===== src/rtl/cart_bank_mapper.sv =====
// Cartridge bank mapper: ROM/RAM bank selection driven by either the PC pins or
// a lockable register window at 0x7F00-0x7F03 that unlocks with a two-byte key.
module cart_bank_mapper #(
    parameter int ROM_AW = 17,
    parameter int RAM_AW = 13
) (
    input  logic              CLK,
    input  logic              RESB,
    input  logic              CE,
    input  logic              MODE,
    input  logic [14:0]       A,
    input  logic [7:0]        DI,
    input  logic              RDB,
    input  logic              WRB,
    input  logic              CSB,
    input  logic [1:0]        PC,
    output logic [ROM_AW-1:0] ROM_A,
    output logic              ROM_CSB,
    output logic [RAM_AW-1:0] RAM_A,
    output logic              RAM_CSB,
    output logic              RAM_WEB,
    output logic [7:0]        DO,
    output logic              DOE
);

    localparam int BW  = ROM_AW - 15;
    localparam int RBW = RAM_AW - 13;

    typedef enum logic [1:0] {
        LOCKED   = 2'd0,
        HALF     = 2'd1,
        UNLOCKED = 2'd2
    } lock_state_e;

    lock_state_e   state_q, state_d;
    logic          wrb_q;
    logic [BW-1:0] bank_q, bank_d;
    logic [1:0]    ramctl_q, ramctl_d;
    logic [BW-1:0] rom_pc_s;
    logic [7:0]    rambank_rd_s;
    logic          reg_win_s, reg_hit_s, strobe_s, key_wr_s, cfg_wr_s, ram_sel_s;

    assign reg_win_s = (A[14:8] == 7'h7F) && (A[7:2] == 6'd0);
    assign reg_hit_s = reg_win_s & MODE;
    // One strobe per WRB falling edge, as seen through CE-qualified sampling.
    assign strobe_s  = wrb_q & ~WRB & ~CSB;
    assign key_wr_s  = strobe_s & reg_win_s & (A[1:0] == 2'd3);
    assign cfg_wr_s  = strobe_s & reg_win_s & MODE & (state_q == UNLOCKED);

    // Lock FSM next-state: 5A then A5 unlocks, 00 relocks.
    always_comb begin
        state_d = state_q;
        if (key_wr_s) begin
            case (state_q)
                LOCKED:   state_d = (DI == 8'h5A) ? HALF : LOCKED;
                HALF:     state_d = (DI == 8'hA5) ? UNLOCKED : LOCKED;
                UNLOCKED: state_d = (DI == 8'h00) ? LOCKED : UNLOCKED;
                default:  state_d = LOCKED;
            endcase
        end else begin
            state_d = state_q;
        end
    end

    // Bank/control register next-state.
    always_comb begin
        bank_d   = bank_q;
        ramctl_d = ramctl_q;
        if (cfg_wr_s && (A[1:0] == 2'd0)) begin
            bank_d = DI[BW-1:0];
        end else if (cfg_wr_s && (A[1:0] == 2'd1)) begin
            ramctl_d = DI[1:0];
        end else begin
            bank_d   = bank_q;
            ramctl_d = ramctl_q;
        end
    end

    // State registers, frozen while CE is low.
    always_ff @(posedge CLK or negedge RESB) begin
        if (!RESB) begin
            state_q  <= LOCKED;
            wrb_q    <= 1'b1;
            bank_q   <= '0;
            ramctl_q <= 2'd0;
        end else if (CE) begin
            state_q  <= state_d;
            wrb_q    <= WRB;
            bank_q   <= bank_d;
            ramctl_q <= ramctl_d;
        end
    end

    generate
        if (RBW > 0) begin : g_rambank
            logic [RBW-1:0] rambank_q, rambank_d;

            // RAM bank register next-state.
            always_comb begin
                rambank_d = rambank_q;
                if (cfg_wr_s && (A[1:0] == 2'd2)) begin
                    rambank_d = DI[RBW-1:0];
                end else begin
                    rambank_d = rambank_q;
                end
            end

            // RAM bank register.
            always_ff @(posedge CLK or negedge RESB) begin
                if (!RESB) begin
                    rambank_q <= '0;
                end else if (CE) begin
                    rambank_q <= rambank_d;
                end
            end

            assign RAM_A        = {rambank_q, A[12:0]};
            assign rambank_rd_s = {{(8-RBW){1'b0}}, rambank_q};
        end else begin : g_no_rambank
            assign RAM_A        = A[12:0];
            assign rambank_rd_s = 8'd0;
        end

        if (BW == 1) begin : g_pc1
            assign rom_pc_s = PC[0];
        end else if (BW == 2) begin : g_pc2
            assign rom_pc_s = PC;
        end else begin : g_pcn
            assign rom_pc_s = {{(BW-2){1'b0}}, PC};
        end
    endgenerate

    assign ROM_A     = {(MODE ? bank_q : rom_pc_s), A};
    assign ram_sel_s = MODE & ramctl_q[0] & (A[14:13] == 2'b11) & ~reg_win_s;
    assign ROM_CSB   = CSB | ram_sel_s | reg_hit_s;
    assign RAM_CSB   = CSB | ~ram_sel_s;
    assign RAM_WEB   = WRB | RAM_CSB | ~ramctl_q[1];
    assign DOE       = ~CSB & ~RDB & reg_hit_s;

    // Register read-back mux.
    always_comb begin
        DO = 8'd0;
        case (A[1:0])
            2'd0:    DO = {{(8-BW){1'b0}}, bank_q};
            2'd1:    DO = {6'd0, ramctl_q};
            2'd2:    DO = rambank_rd_s;
            2'd3:    DO = {6'd0, state_q};
            default: DO = 8'd0;
        endcase
    end

endmodule

===== config.mk =====
export PLATFORM = sky130hd
export DESIGN_NAME = cart_bank_mapper
export DESIGN_NICKNAME = d
export VERILOG_FILES = /design/src/rtl/cart_bank_mapper.sv
export SDC_FILE = /design/constraint.sdc
export NUM_CORES = 1
export LEC_CHECK = 0
export CORE_ASPECT_RATIO = 1.25
export CORE_MARGIN = 2
export CORE_UTILIZATION = 31
export CTS_CLUSTER_SIZE = 10
export DETAILED_ROUTE_END_ITERATION = 10
export MAX_ROUTING_LAYER = met4
export PLACE_DENSITY = 0.8
export RECOVER_POWER = 50
export SYNTH_ARGS = -nofsm -noshare
export SYNTH_HDL_FRONTEND = slang
export SYNTH_SLANG_ARGS = --single-unit
export TNS_END_PERCENT = 1

===== constraint.sdc =====
create_clock -name CLK -period 2.6 [get_ports CLK]
set_clock_uncertainty 0.15 [all_clocks]
set_input_delay 0.52 -clock CLK [delete_from_list [all_inputs] [get_ports CLK]]
set_output_delay 0.52 -clock CLK [all_outputs]
set_load 0.1 [all_outputs]

==> results of run 1 <==
per-stage QoR:
step	std cells	power, W	hold WS [ns]
floorplan	96	0.000405	0.0744
global placement	177	0.000564	0.359
detailed placement	177	0.000571	0.368
CTS	182	0.000675	0.373
global route	182	0.000644	0.417
finish	182	0.000627	0.376
kinds of logic (layout without fill, tap and decap cells):
logic type,count (synthesis),after routing
flip-flops,7,7
AND/OR/NAND/NOR,31,31
AO/OA/AOI/OAI,5,5
multiplexers,11,11
other,1,6
buffers and inverters,36,89
Yosys cell counts (all sizes together):
library cell  instances  area (um2)
nor4                  3        40.0
conb                  1        3.75
and3                  1        6.26
or3                   1        11.3
buf                  35         260
nor3                  4        25.0
nand4                 4        25.0
nand3                 3        15.0
or4                   1        11.3
nor2                  1        3.75
o21ai                 2        10.0
inv                   1        3.75
mux2                  8        90.1
nand4bb               1        16.3
nor2b                 1        6.26
and4b                 1        10.0
dfstp                 1        26.3
a2bb2o                1        10.0
nand2b                2        12.5
nand2                 5        18.8
dfrtp                 6         150
nand4b                2        23.8
a21o                  1        7.51
a21oi                 1        5.00
nor3b                 1        7.51
mux2i                 3        30.0
flip-flops by register name, indices dropped and copies added, names as in the netlist:
name / flops
bank_q: 2
ramctl_q: 2
state_q: 2
wrb_q: 1
worst reg2reg max path: stages, from the launching register on:
cell	delay [ns]
sky130_fd_sc_hd__dfstp_2	0.53
sky130_fd_sc_hd__nand2_1	0.04
sky130_fd_sc_hd__nor3_1	0.30
sky130_fd_sc_hd__and4b_1	0.30
sky130_fd_sc_hd__mux2_1	0.33
power groups by stage:
stage	clock (W)	combinational [W]	sequential (W)
3_3_place_gp	0	0.000450	0.000114
4_1_cts	0.000106	0.000457	0.000112
2_1_floorplan	0	0.000291	0.000114
6_report	0.000102	0.000413	0.000113
3_5_place_dp	0	0.000457	0.000114
5_1_grt	0.000109	0.000422	0.000113
metal layers:
metal	routed length [um]	part of all wire, %	global-route usage (%)	vias up
li1	-	-	-	402
met1	1190	37	20.9	413
met2	1690	52	42.9	77
met3	332	10	5.02	3
met4	34	1.0	5.95	0
met5	0	0	-	-
cell type report:
| cell class | count | area, um2 |
|---|---|---|
| multi-input cells | 53 | 437 |
| fillers | 187 | 826 |
| flip-flops and latches | 7 | 176 |
| clock inverters | 1 | 5.00 |
| clock buffers | 3 | 22.5 |
| repair buffers | 84 | 966 |
| well taps | 33 | 41.3 |
| inverters | 1 | 3.75 |
worst min path at each step:
stage | slack [ns] | start | endpoint | cells past startpoint
global route | 0.42 | ramctl_q[1]$_DFFE_PN0P_ | ramctl_q[1]$_DFFE_PN0P_ | 1
finish | 0.38 | bank_q[1]$_DFFE_PN0P_ | bank_q[1]$_DFFE_PN0P_ | 1
floorplan | 0.07 | RESB | bank_q[0]$_DFFE_PN0P_ | 0
detailed placement | 0.37 | bank_q[1]$_DFFE_PN0P_ | bank_q[1]$_DFFE_PN0P_ | 1
CTS | 0.37 | RESB | ramctl_q[0]$_DFFE_PN0P_ | 1
global placement | 0.36 | bank_q[1]$_DFFE_PN0P_ | bank_q[1]$_DFFE_PN0P_ | 1
repair_timing:
item / in CTS / in global routing
gates resized for setup: 29 / 15
pin swaps: 5 / 3
setup endpoints to repair: 4 / 4
setup buffers: 1 / 0
==> reports/qor.json, run 1 <==
{
  "synth_area_per_cell": {"value": 9.12, "unit": "um2"},
  "synth-adder-area-share": {"value": 0, "unit": "%"},
  "detailroute.via_count": {"value": 895},
  "grt_start_max_net_pins": {"value": 9},
  "grt_pass1_wl": {"value": 4760, "unit": "um"},
  "ctsLongestPathBuffers": {"value": 2},
  "drive_above_1_share": {"value": 41.6, "unit": "%"},
  "clock-sinks": {"value": 7},
  "stdcell_area": {"value": 1650, "unit": "um2"},
  "synth_top_family_by_area": {"value": "buffers and inverters"},
  "synth_cell_types": {"value": 32},
  "first_global_vias": {"value": 946},
  "ys_seq_area_share": {"value": 21.3, "unit": "%"},
  "power_switching": {"value": 0.000335, "unit": "W"},
  "synth.area.mux_share": {"value": 14.5, "unit": "%"},
  "timing.slew.headroom": {"value": 21.6, "unit": "%"},
  "worst-endpoint-arrival": {"value": 1.91, "unit": "ns"},
  "flow.area_growth_from_synthesis": {"value": 99.1, "unit": "%"},
  "die_y": {"value": 61.8, "unit": "um"},
  "fin_nets": {"value": 182},
  "timing.final.ws_setup": {"value": 0.0239, "unit": "ns"},
  "placement.setup.worst_slack": {"value": -0.414, "unit": "ns"},
  "coreArea": {"value": 2480, "unit": "um2"},
  "floorplan.die.width": {"value": 50.3, "unit": "um"},
  "layout.cells.most_common_list": {"value": "sky130_fd_sc_hd__buf_12, sky130_fd_sc_hd__buf_4, sky130_fd_sc_hd__clkdlybuf4s50_1"},
  "p_leak": {"value": 0.868, "unit": "nW"},
  "synth_compound_area_share": {"value": 3.92, "unit": "%"},
  "power_per_cell_area": {"value": 379, "unit": "nW/um2"},
  "fin_tns_setup": {"value": 0, "unit": "ns"},
  "wl_final": {"value": 3250, "unit": "um"},
  "syn-cell-area": {"value": 830, "unit": "um2"},
  "ant_nets": {"value": 0},
  "clockPowerShare": {"value": 16.2, "unit": "%"},
  "setup.worst_path.start_class": {"value": "input pin"},
  "layout.cells.most_common": {"value": "sky130_fd_sc_hd__buf_12"},
  "clockRootBuffer": {"value": "sky130_fd_sc_hd__clkbuf_4"},
  "hold_class": {"value": "register to register"},
  "worst_pin_slew": {"value": 1.18, "unit": "ns"},
  "finalCriticalPeriod": {"value": 2.58, "unit": "ns"},
  "std_cell_rows": {"value": 20},
  "end_of_the_critical_path": {"value": "ROM_CSB"},
  "maximum_achievable_frequency": {"value": 388, "unit": "MHz"},
  "dr.first_iter.drc_count": {"value": 10},
  "worst_path_max_delay_cell": {"value": "sky130_fd_sc_hd__or4_4"},
  "critical_path_cell_count": {"value": 6},
  "cts_tree": {"value": "done"},
  "drv_cap": {"value": 0},
  "worstReg2RegStart": {"value": "wrb_q$_DFFE_PN1P_"},
  "ff_latch_count_synth": {"value": 7},
  "detailedRoute.firstPassIterationCount": {"value": 4},
  "wire_per_inst": {"value": 17.8, "unit": "um"},
  "tritoncts.num_buffers": {"value": 3},
  "dr_vias_cell": {"value": 4.92},
  "post_synth_inst_count": {"value": 91},
  "timing.critical_path.max_delay_family": {"value": "simple AND/OR/NAND/NOR gates"},
  "dieArea": {"value": 3110, "unit": "um2"},
  "timing.critical_path.fanout_max": {"value": 4},
  "crit_buf_inv": {"value": 2},
  "antenna_found_initial": {"value": 0},
  "setup_viol": {"value": 0},
  "diodes": {"value": 0},
  "cpPeakStageDelay": {"value": 0.48, "unit": "ns"},
  "overflow": {"value": 0},
  "outcome": {"value": "finished clean"},
  "clock_insertion_delay_worst_skew": {"value": 0.26, "unit": "ns"},
  "grt_setup_unrepaired": {"value": "yes"},
  "drcViolationCount": {"value": 0},
  "worst-endpoint-required": {"value": 1.93, "unit": "ns"},
  "seq_pwr_share": {"value": 18.0, "unit": "%"},
  "synth_xor_xnor_area_share": {"value": 0, "unit": "%"},
  "rrSetupSlack": {"value": 0.84, "unit": "ns"},
  "clk_pin_slew": {"value": 0.06, "unit": "ns"},
  "post_dp_cell_area": {"value": 1790, "unit": "um2"},
  "grt_usage": {"value": 21.6, "unit": "%"},
  "floorplan.initialDensity": {"value": 33.5, "unit": "%"},
  "timing.reg2reg.worst_path_depth": {"value": 4},
  "report.final.hold_viol_count": {"value": 0},
  "worst_setup_path_startpoint": {"value": "A[6]"},
  "final_core_util": {"value": 66.7, "unit": "%"},
  "timing.final.crit_share": {"value": 99.1, "unit": "%"},
  "yosys_warnings": {"value": 0},
  "h-tree-depth": {"value": 1},
  "worstReg2RegEnd": {"value": "bank_q[1]$_DFFE_PN0P_"},
  "cts.hold.buffers_added": {"value": 0},
  "criticalPathCategory": {"value": "input pin to primary output"},
  "synthSimpleGateAreaFrac": {"value": 28.1, "unit": "%"},
  "hpwl": {"value": 2700, "unit": "um"},
  "ioPinCount": {"value": 74},
  "cellInternalPower": {"value": 0.000292, "unit": "W"},
  "power.switching_fraction": {"value": 53.4, "unit": "%"},
  "list_of_cells_traversed_by_the_critical_path": {"value": "buf_6 -> or3_4 -> or4_4 -> nand2_2 -> a21o_1 -> buf_12"},
  "finalMaxSlewViolations": {"value": 0},
  "comb_power_share": {"value": 65.8, "unit": "%"},
  "worst_ir_drop_vdd": {"value": 260, "unit": "uV"},
  "setup.worst_path.end_class": {"value": "primary output"},
  "finalWeightedCongestion": {"value": 0.735},
  "io_buffer_count": {"value": 67}
}
Power figures use the tool's default switching activity.
==> run 2: changes to the inputs <==
- CORE_UTILIZATION: 31 -> 33
- HOLD_SLACK_MARGIN: unset -> 0.15
- PLACE_DENSITY: 0.8 -> 0.85
- clock period: 2.6 -> 3.3 ns (I/O delays scaled with it)
==> reports/qor.json, run 2 (same netlist as run 1, synthesis figures left out) <==
{
  "clock-sinks": {"value": 7, "change": "unchanged"},
  "grt_pass1_wl": {"value": 3490, "unit": "um", "change": "-27%"},
  "fin_nets": {"value": 170, "change": "-6.6%"},
  "layout.cells.most_common_list": {"value": "sky130_fd_sc_hd__clkdlybuf4s50_1, sky130_fd_sc_hd__clkbuf_1, sky130_fd_sc_hd__buf_4"},
  "worst_pin_slew": {"value": 1.22, "unit": "ns", "change": "+0.0365 ns"},
  "cts.hold.buffers_added": {"value": 0, "change": "unchanged"},
  "diodes": {"value": 0, "change": "unchanged"},
  "whs": {"value": 0.388, "unit": "ns", "change": "+0.0118 ns"},
  "hpwl": {"value": 2060, "unit": "um", "change": "-24%"},
  "power_per_cell_area": {"value": 332, "unit": "nW/um2", "change": "-13%"},
  "timing.critical_path.fanout_max": {"value": 4, "change": "unchanged"},
  "die_y": {"value": 60.1, "unit": "um", "change": "-2.9%"},
  "wire_per_inst": {"value": 13.5, "unit": "um", "change": "-24%"},
  "placement.setup.worst_slack": {"value": 0.0779, "unit": "ns", "change": "+0.492 ns"},
  "maximum_achievable_frequency": {"value": 310, "unit": "MHz"},
  "worst_path_max_delay_cell": {"value": "sky130_fd_sc_hd__or4_4"},
  "antenna_found_initial": {"value": 0, "change": "unchanged"},
  "outcome": {"value": "finished clean"},
  "grt_usage": {"value": 15.7, "unit": "%", "change": "-5.9 points"},
  "hold_class": {"value": "register to register"},
  "post_cts.resized_instances": {"value": 0, "change": "-100%"},
  "tritoncts.num_buffers": {"value": 3, "change": "unchanged"},
  "floorplan.initialDensity": {"value": 34.5, "unit": "%", "change": "+1.0 points"},
  "cpPeakStageDelay": {"value": 0.46, "unit": "ns", "change": "-0.02 ns"},
  "timing.slew.headroom": {"value": 19.2, "unit": "%", "change": "-2.4 points"},
  "ant_nets": {"value": 0, "change": "unchanged"},
  "drv_cap": {"value": 0, "change": "unchanged"},
  "list_of_cells_traversed_by_the_critical_path": {"value": "clkdlybuf4s50_1 -> or3_4 -> or4_4 -> nor3_2 -> buf_12"},
  "wl_final": {"value": 2300, "unit": "um", "change": "-29%"},
  "drive_above_1_share": {"value": 28.5, "unit": "%", "change": "-13 points"},
  "layout_top_registers": {"value": "bank_q x2, ramctl_q x2, state_q x2"},
  "flow.area_growth_from_synthesis": {"value": 63.6, "unit": "%"},
  "worst_ir_drop_vdd": {"value": 193, "unit": "uV", "change": "-26%"},
  "setup.worst_path.start_class": {"value": "input pin"},
  "report.final.hold_viol_count": {"value": 0, "change": "unchanged"},
  "p_leak": {"value": 0.603, "unit": "nW", "change": "-31%"},
  "io_buffer_count": {"value": 67, "change": "unchanged"},
  "first_global_vias": {"value": 799, "change": "-16%"},
  "timing.critical_path.max_delay_family": {"value": "simple AND/OR/NAND/NOR gates"},
  "crit_buf_inv": {"value": 2, "change": "unchanged"},
  "detailroute.via_count": {"value": 810, "change": "-9.5%"},
  "layout.cells.most_common": {"value": "sky130_fd_sc_hd__clkdlybuf4s50_1"},
  "grt_setup_unrepaired": {"value": "no"},
  "ioPinCount": {"value": 74, "change": "unchanged"},
  "worst-endpoint-required": {"value": 2.49, "unit": "ns", "change": "+0.56 ns"},
  "setup_viol": {"value": 0, "change": "unchanged"},
  "dieArea": {"value": 2930, "unit": "um2", "change": "-5.6%"},
  "dr.first_iter.drc_count": {"value": 9, "change": "-1"},
  "floorplan.die.width": {"value": 48.8, "unit": "um", "change": "-2.8%"},
  "clock_insertion_delay_worst_skew": {"value": 0.24, "unit": "ns", "change": "-0.02 ns"},
  "criticalPathCategory": {"value": "input pin to primary output"},
  "worst-endpoint-arrival": {"value": 2.41, "unit": "ns", "change": "+0.50 ns"},
  "h-tree-depth": {"value": 1, "change": "unchanged"},
  "overflow": {"value": 0, "change": "unchanged"},
  "cts_tree": {"value": "done"},
  "coreArea": {"value": 2400, "unit": "um2", "change": "-3.0%"},
  "timing.final.ws_setup": {"value": 0.0779, "unit": "ns", "change": "+0.0540 ns"},
  "finalMaxSlewViolations": {"value": 0, "change": "unchanged"},
  "std_cell_rows": {"value": 20, "change": "unchanged"},
  "clk_pin_slew": {"value": 0.05, "unit": "ns", "change": "about the same"},
  "grt_start_max_net_pins": {"value": 9, "change": "unchanged"},
  "timing.final.crit_share": {"value": 97.6, "unit": "%"},
  "detailedRoute.firstPassIterationCount": {"value": 2, "change": "-2"},
  "post-cts-setup-buffers": {"value": 0, "change": "-1"},
  "drcViolationCount": {"value": 0, "change": "unchanged"},
  "ctsLongestPathBuffers": {"value": 2, "change": "unchanged"},
  "setup.worst_path.end_class": {"value": "primary output"},
  "clockRootBuffer": {"value": "sky130_fd_sc_hd__clkbuf_4"},
  "dr_vias_cell": {"value": 4.76, "change": "-3.1%"},
  "finalWeightedCongestion": {"value": 0.795, "change": "+8.2%"},
  "finalCriticalPeriod": {"value": 3.22, "unit": "ns"}
}
==> run 2: cell count changes in the layout (fill, tap and decap cells not counted), sizes merged <==
cell           delta
dlymetal6s2s      -6
clkdlybuf4s50    +14
clkinv            -1
buf              -16
dlymetal6s4s      -7
clkdlybuf4s15     -3
clkbuf            +7
==> run 2: through the flow <==
stage	power [W]	instances	util [%]	cell area (um2)	TNS, ns
after global routing	0.000467	170	56.5	1360	0
after CTS	0.000464	170	59.3	1420	0
after global placement	0.000385	166	58.2	1400	0
final	0.000450	170	56.5	1360	0
after floorplan	0.000319	96	-	848	-0.770
after detailed placement	0.000388	166	58.2	1400	0
==> run 2: worst paths after layout <==
path | depth (start not counted) | slack [ns] | end | from
setup reg to reg | 4 | 1.55 | bank_q[1]$_DFFE_PN0P_ | wrb_q$_DFFE_PN1P_
hold reg to reg | 1 | 0.39 | ramctl_q[1]$_DFFE_PN0P_ | ramctl_q[1]$_DFFE_PN0P_
setup / recovery | 5 | 0.08 | DOE | A[4]
min in group asynchronous | 1 | 0.59 | bank_q[0]$_DFFE_PN0P_ | RESB
max in group asynchronous | 1 | 2.13 | wrb_q$_DFFE_PN1P_ | RESB
hold / removal | 1 | 0.39 | ramctl_q[1]$_DFFE_PN0P_ | ramctl_q[1]$_DFFE_PN0P_
==> run 2: area by class of cell <==
type / instances / area (um2)
clock buffers: 4 / 26.3
fillers: 218 / 1040
inverters: 1 / 3.75
multi-input cells: 53 / 402
flip-flops and latches: 7 / 176
well taps: 33 / 41.3
repair buffers: 72 / 708
==> run 2: layer usage <==
metal / track usage, % / up-vias / share of wire [%]
li1: - / 379 / -
met1: 14.7 / 374 / 35
met2: 28.4 / 53 / 51
met3: 6.00 / 4 / 12
met4: 7.76 / 0 / 2.0
met5: - / - / 0
==> run 2: power by group <==
| part | switching (W) | internal [W] | total [W] |
|---|---|---|---|
| logic | 0.000216 | 0.0000717 | 0.000287 |
| registers | 0.000000633 | 0.0000882 | 0.0000888 |
| clock network | 0.0000283 | 0.0000459 | 0.0000742 |
==> run 3: changes to the inputs <==
- PLACE_DENSITY: 0.85 -> 0.86
==> reports/qor.json, run 3 (same netlist as run 1, synthesis figures left out) <==
{
  "finalWeightedCongestion": {"value": 0.799, "change": "+0.50%"},
  "power_per_cell_area": {"value": 333, "unit": "nW/um2", "change": "+0.49%"},
  "cts_tree": {"value": "done"},
  "p_leak": {"value": 0.610, "unit": "nW", "change": "+1.2%"},
  "grt_pass1_wl": {"value": 3680, "unit": "um", "change": "+5.3%"},
  "first_global_vias": {"value": 778, "change": "-2.6%"},
  "io_buffer_count": {"value": 67, "change": "unchanged"},
  "maximum_achievable_frequency": {"value": 308, "unit": "MHz", "change": "-0.77%"},
  "dr.first_iter.drc_count": {"value": 11, "change": "+2"},
  "timing.final.crit_share": {"value": 98.4, "unit": "%", "change": "+0.76 points"},
  "detailedRoute.firstPassIterationCount": {"value": 3, "change": "+1"},
  "final_core_util": {"value": 56.4, "unit": "%", "change": "-0.10 points"},
  "clk_pin_slew": {"value": 0.05, "unit": "ns", "change": "about the same"},
  "whs": {"value": 0.378, "unit": "ns", "change": "-0.0101 ns"},
  "drcViolationCount": {"value": 0, "change": "unchanged"},
  "setup.worst_path.end_class": {"value": "primary output"},
  "clock-sinks": {"value": 7, "change": "unchanged"},
  "overflow": {"value": 0, "change": "unchanged"},
  "comb_power_share": {"value": 63.8, "unit": "%", "change": "about the same"},
  "diodes": {"value": 0, "change": "unchanged"},
  "clockPowerShare": {"value": 16.6, "unit": "%", "change": "about the same"},
  "layout.cells.most_common": {"value": "sky130_fd_sc_hd__clkdlybuf4s50_1"},
  "hpwl": {"value": 2190, "unit": "um", "change": "+6.3%"},
  "worst_ir_drop_vdd": {"value": 167, "unit": "uV", "change": "-13%"},
  "timing.slew.headroom": {"value": 19.7, "unit": "%", "change": "+0.51 points"},
  "layout_top_registers": {"value": "bank_q x2, ramctl_q x2, state_q x2"},
  "flow.area_growth_from_synthesis": {"value": 63.3, "unit": "%"},
  "drv_cap": {"value": 0, "change": "unchanged"},
  "die_y": {"value": 60.1, "unit": "um", "change": "unchanged"},
  "report.final.hold_viol_count": {"value": 0, "change": "unchanged"},
  "fin_tns_setup": {"value": 0, "unit": "ns", "change": "unchanged"},
  "finalPower": {"value": 0.000452, "unit": "W", "change": "+0.30%"},
  "cellInternalPower": {"value": 0.000205, "unit": "W", "change": "-0.37%"},
  "outcome": {"value": "finished clean"},
  "post-cts-setup-buffers": {"value": 0, "change": "unchanged"},
  "wire_per_inst": {"value": 14.6, "unit": "um", "change": "+7.9%"},
  "layout.cells.most_common_list": {"value": "sky130_fd_sc_hd__clkdlybuf4s50_1, sky130_fd_sc_hd__clkbuf_1, sky130_fd_sc_hd__buf_4"},
  "dr_vias_cell": {"value": 4.79, "change": "+0.62%"},
  "coreArea": {"value": 2400, "unit": "um2", "change": "unchanged"},
  "list_of_cells_traversed_by_the_critical_path": {"value": "clkdlybuf4s50_1 -> or3_4 -> or4_4 -> nand2_1 -> a21o_1 -> buf_12"},
  "finalCriticalPeriod": {"value": 3.25, "unit": "ns", "change": "+0.0250 ns"},
  "detailroute.via_count": {"value": 815, "change": "+0.62%"},
  "drive_above_1_share": {"value": 29.2, "unit": "%", "change": "+0.73 points"},
  "fin_nets": {"value": 170, "change": "unchanged"},
  "antenna_found_initial": {"value": 0, "change": "unchanged"},
  "setup_viol": {"value": 0, "change": "unchanged"},
  "ant_nets": {"value": 0, "change": "unchanged"},
  "ioPinCount": {"value": 74, "change": "unchanged"},
  "h-tree-depth": {"value": 1, "change": "unchanged"},
  "power_switching": {"value": 0.000247, "unit": "W", "change": "+0.87%"},
  "power.switching_fraction": {"value": 54.6, "unit": "%", "change": "+0.31 points"},
  "grt_start_max_net_pins": {"value": 9, "change": "unchanged"},
  "hold_class": {"value": "register to register"},
  "worst-endpoint-arrival": {"value": 2.44, "unit": "ns", "change": "+0.03 ns"},
  "tritoncts.num_buffers": {"value": 3, "change": "unchanged"},
  "setup.worst_path.start_class": {"value": "input pin"},
  "seq_pwr_share": {"value": 19.7, "unit": "%", "change": "about the same"},
  "ctsLongestPathBuffers": {"value": 2, "change": "unchanged"},
  "worst_path_max_delay_cell": {"value": "sky130_fd_sc_hd__or4_4"},
  "std_cell_rows": {"value": 20, "change": "unchanged"},
  "floorplan.initialDensity": {"value": 34.5, "unit": "%", "change": "unchanged"},
  "dieArea": {"value": 2930, "unit": "um2", "change": "unchanged"},
  "floorplan.die.width": {"value": 48.8, "unit": "um", "change": "unchanged"},
  "criticalPathCategory": {"value": "input pin to primary output"},
  "finalMaxSlewViolations": {"value": 0, "change": "unchanged"},
  "clockRootBuffer": {"value": "sky130_fd_sc_hd__clkbuf_4"},
  "grt_setup_unrepaired": {"value": "no"},
  "clock_insertion_delay_worst_skew": {"value": 0.25, "unit": "ns", "change": "about the same"},
  "worst_pin_slew": {"value": 1.21, "unit": "ns", "change": "-0.00770 ns"},
  "wl_final": {"value": 2490, "unit": "um", "change": "+7.9%"},
  "grt_usage": {"value": 16.9, "unit": "%", "change": "+1.2 points"},
  "cpPeakStageDelay": {"value": 0.47, "unit": "ns", "change": "about the same"},
  "worst-endpoint-required": {"value": 2.49, "unit": "ns", "change": "about the same"},
  "timing.critical_path.fanout_max": {"value": 4, "change": "unchanged"}
}
==> run 3: cell types whose count changed in the layout (fill, tap and decap cells not counted), sizes merged <==
cell,delta
buf,+1
clkbuf,-1
==> run 3: metal layers <==
| layer | up-vias | share of wire (%) | GRT usage (%) |
|---|---|---|---|
| met1 | 378 | 33 | 15.7 |
| met2 | 54 | 52 | 30.5 |
| met3 | 4 | 14 | 8.00 |
| met5 | - | 0 | - |
| met4 | 0 | 1.5 | 6.12 |
| li1 | 379 | - | - |
==> run 3: stage by stage <==
| stage | cell area (um2) | setup slack, ns | std cells |
|---|---|---|---|
| finish | 1360 | 0.0530 | 170 |
| global route | 1360 | 0.0134 | 170 |
| CTS | 1410 | 0.0309 | 170 |
| detailed placement | 1390 | 0.0441 | 166 |
| global placement | 1390 | 0.0757 | 166 |
| floorplan | 848 | -0.534 | 96 |
==> run 3: what timing repair did <==
action / in CTS / in global routing
setup endpoints to repair: 0 / 1
hold buffers: 0 / 0
gates resized for setup: 0 / 1
==> run 3: worst paths after layout <==
| kind | from | endpoint | slack (ns) | cells past startpoint |
|---|---|---|---|---|
| setup / recovery | A[7] | ROM_CSB | 0.05 | 6 |
| hold / removal | ramctl_q[1]$_DFFE_PN0P_ | ramctl_q[1]$_DFFE_PN0P_ | 0.38 | 1 |
| setup reg to reg | wrb_q$_DFFE_PN1P_ | bank_q[0]$_DFFE_PN0P_ | 1.53 | 4 |
| hold reg to reg | ramctl_q[1]$_DFFE_PN0P_ | ramctl_q[1]$_DFFE_PN0P_ | 0.38 | 1 |
| max in group asynchronous | RESB | wrb_q$_DFFE_PN1P_ | 2.14 | 1 |
| min in group asynchronous | RESB | ramctl_q[1]$_DFFE_PN0P_ | 0.58 | 1 |
==> run 3: power by group through the flow <==
stage | Combinational (W) | Clock, W | Sequential (W)
3_5_place_dp | 0.000297 | 0 | 0.0000902
2_1_floorplan | 0.000229 | 0 | 0.0000899
5_1_grt | 0.000295 | 0.0000797 | 0.0000887
6_report | 0.000288 | 0.0000749 | 0.0000889
4_1_cts | 0.000297 | 0.0000767 | 0.0000889
3_3_place_gp | 0.000294 | 0 | 0.0000900
==> run 3: area by class of cell <==
| type | count | area, um2 |
|---|---|---|
| fillers | 231 | 1050 |
| repair buffers | 72 | 699 |
| multi-input cells | 53 | 408 |
| flip-flops and latches | 7 | 176 |
| well taps | 33 | 41.3 |
| clock buffers | 4 | 26.3 |
| inverters | 1 | 3.75 |
==> run 3: worst max-delay path: cells and delay by family <==
family                 cells  cell delay (ns)
AOI/OAI and AO/OA          1             0.16
buffers and inverters      2             0.63
and+or+nand+nor            3             0.98
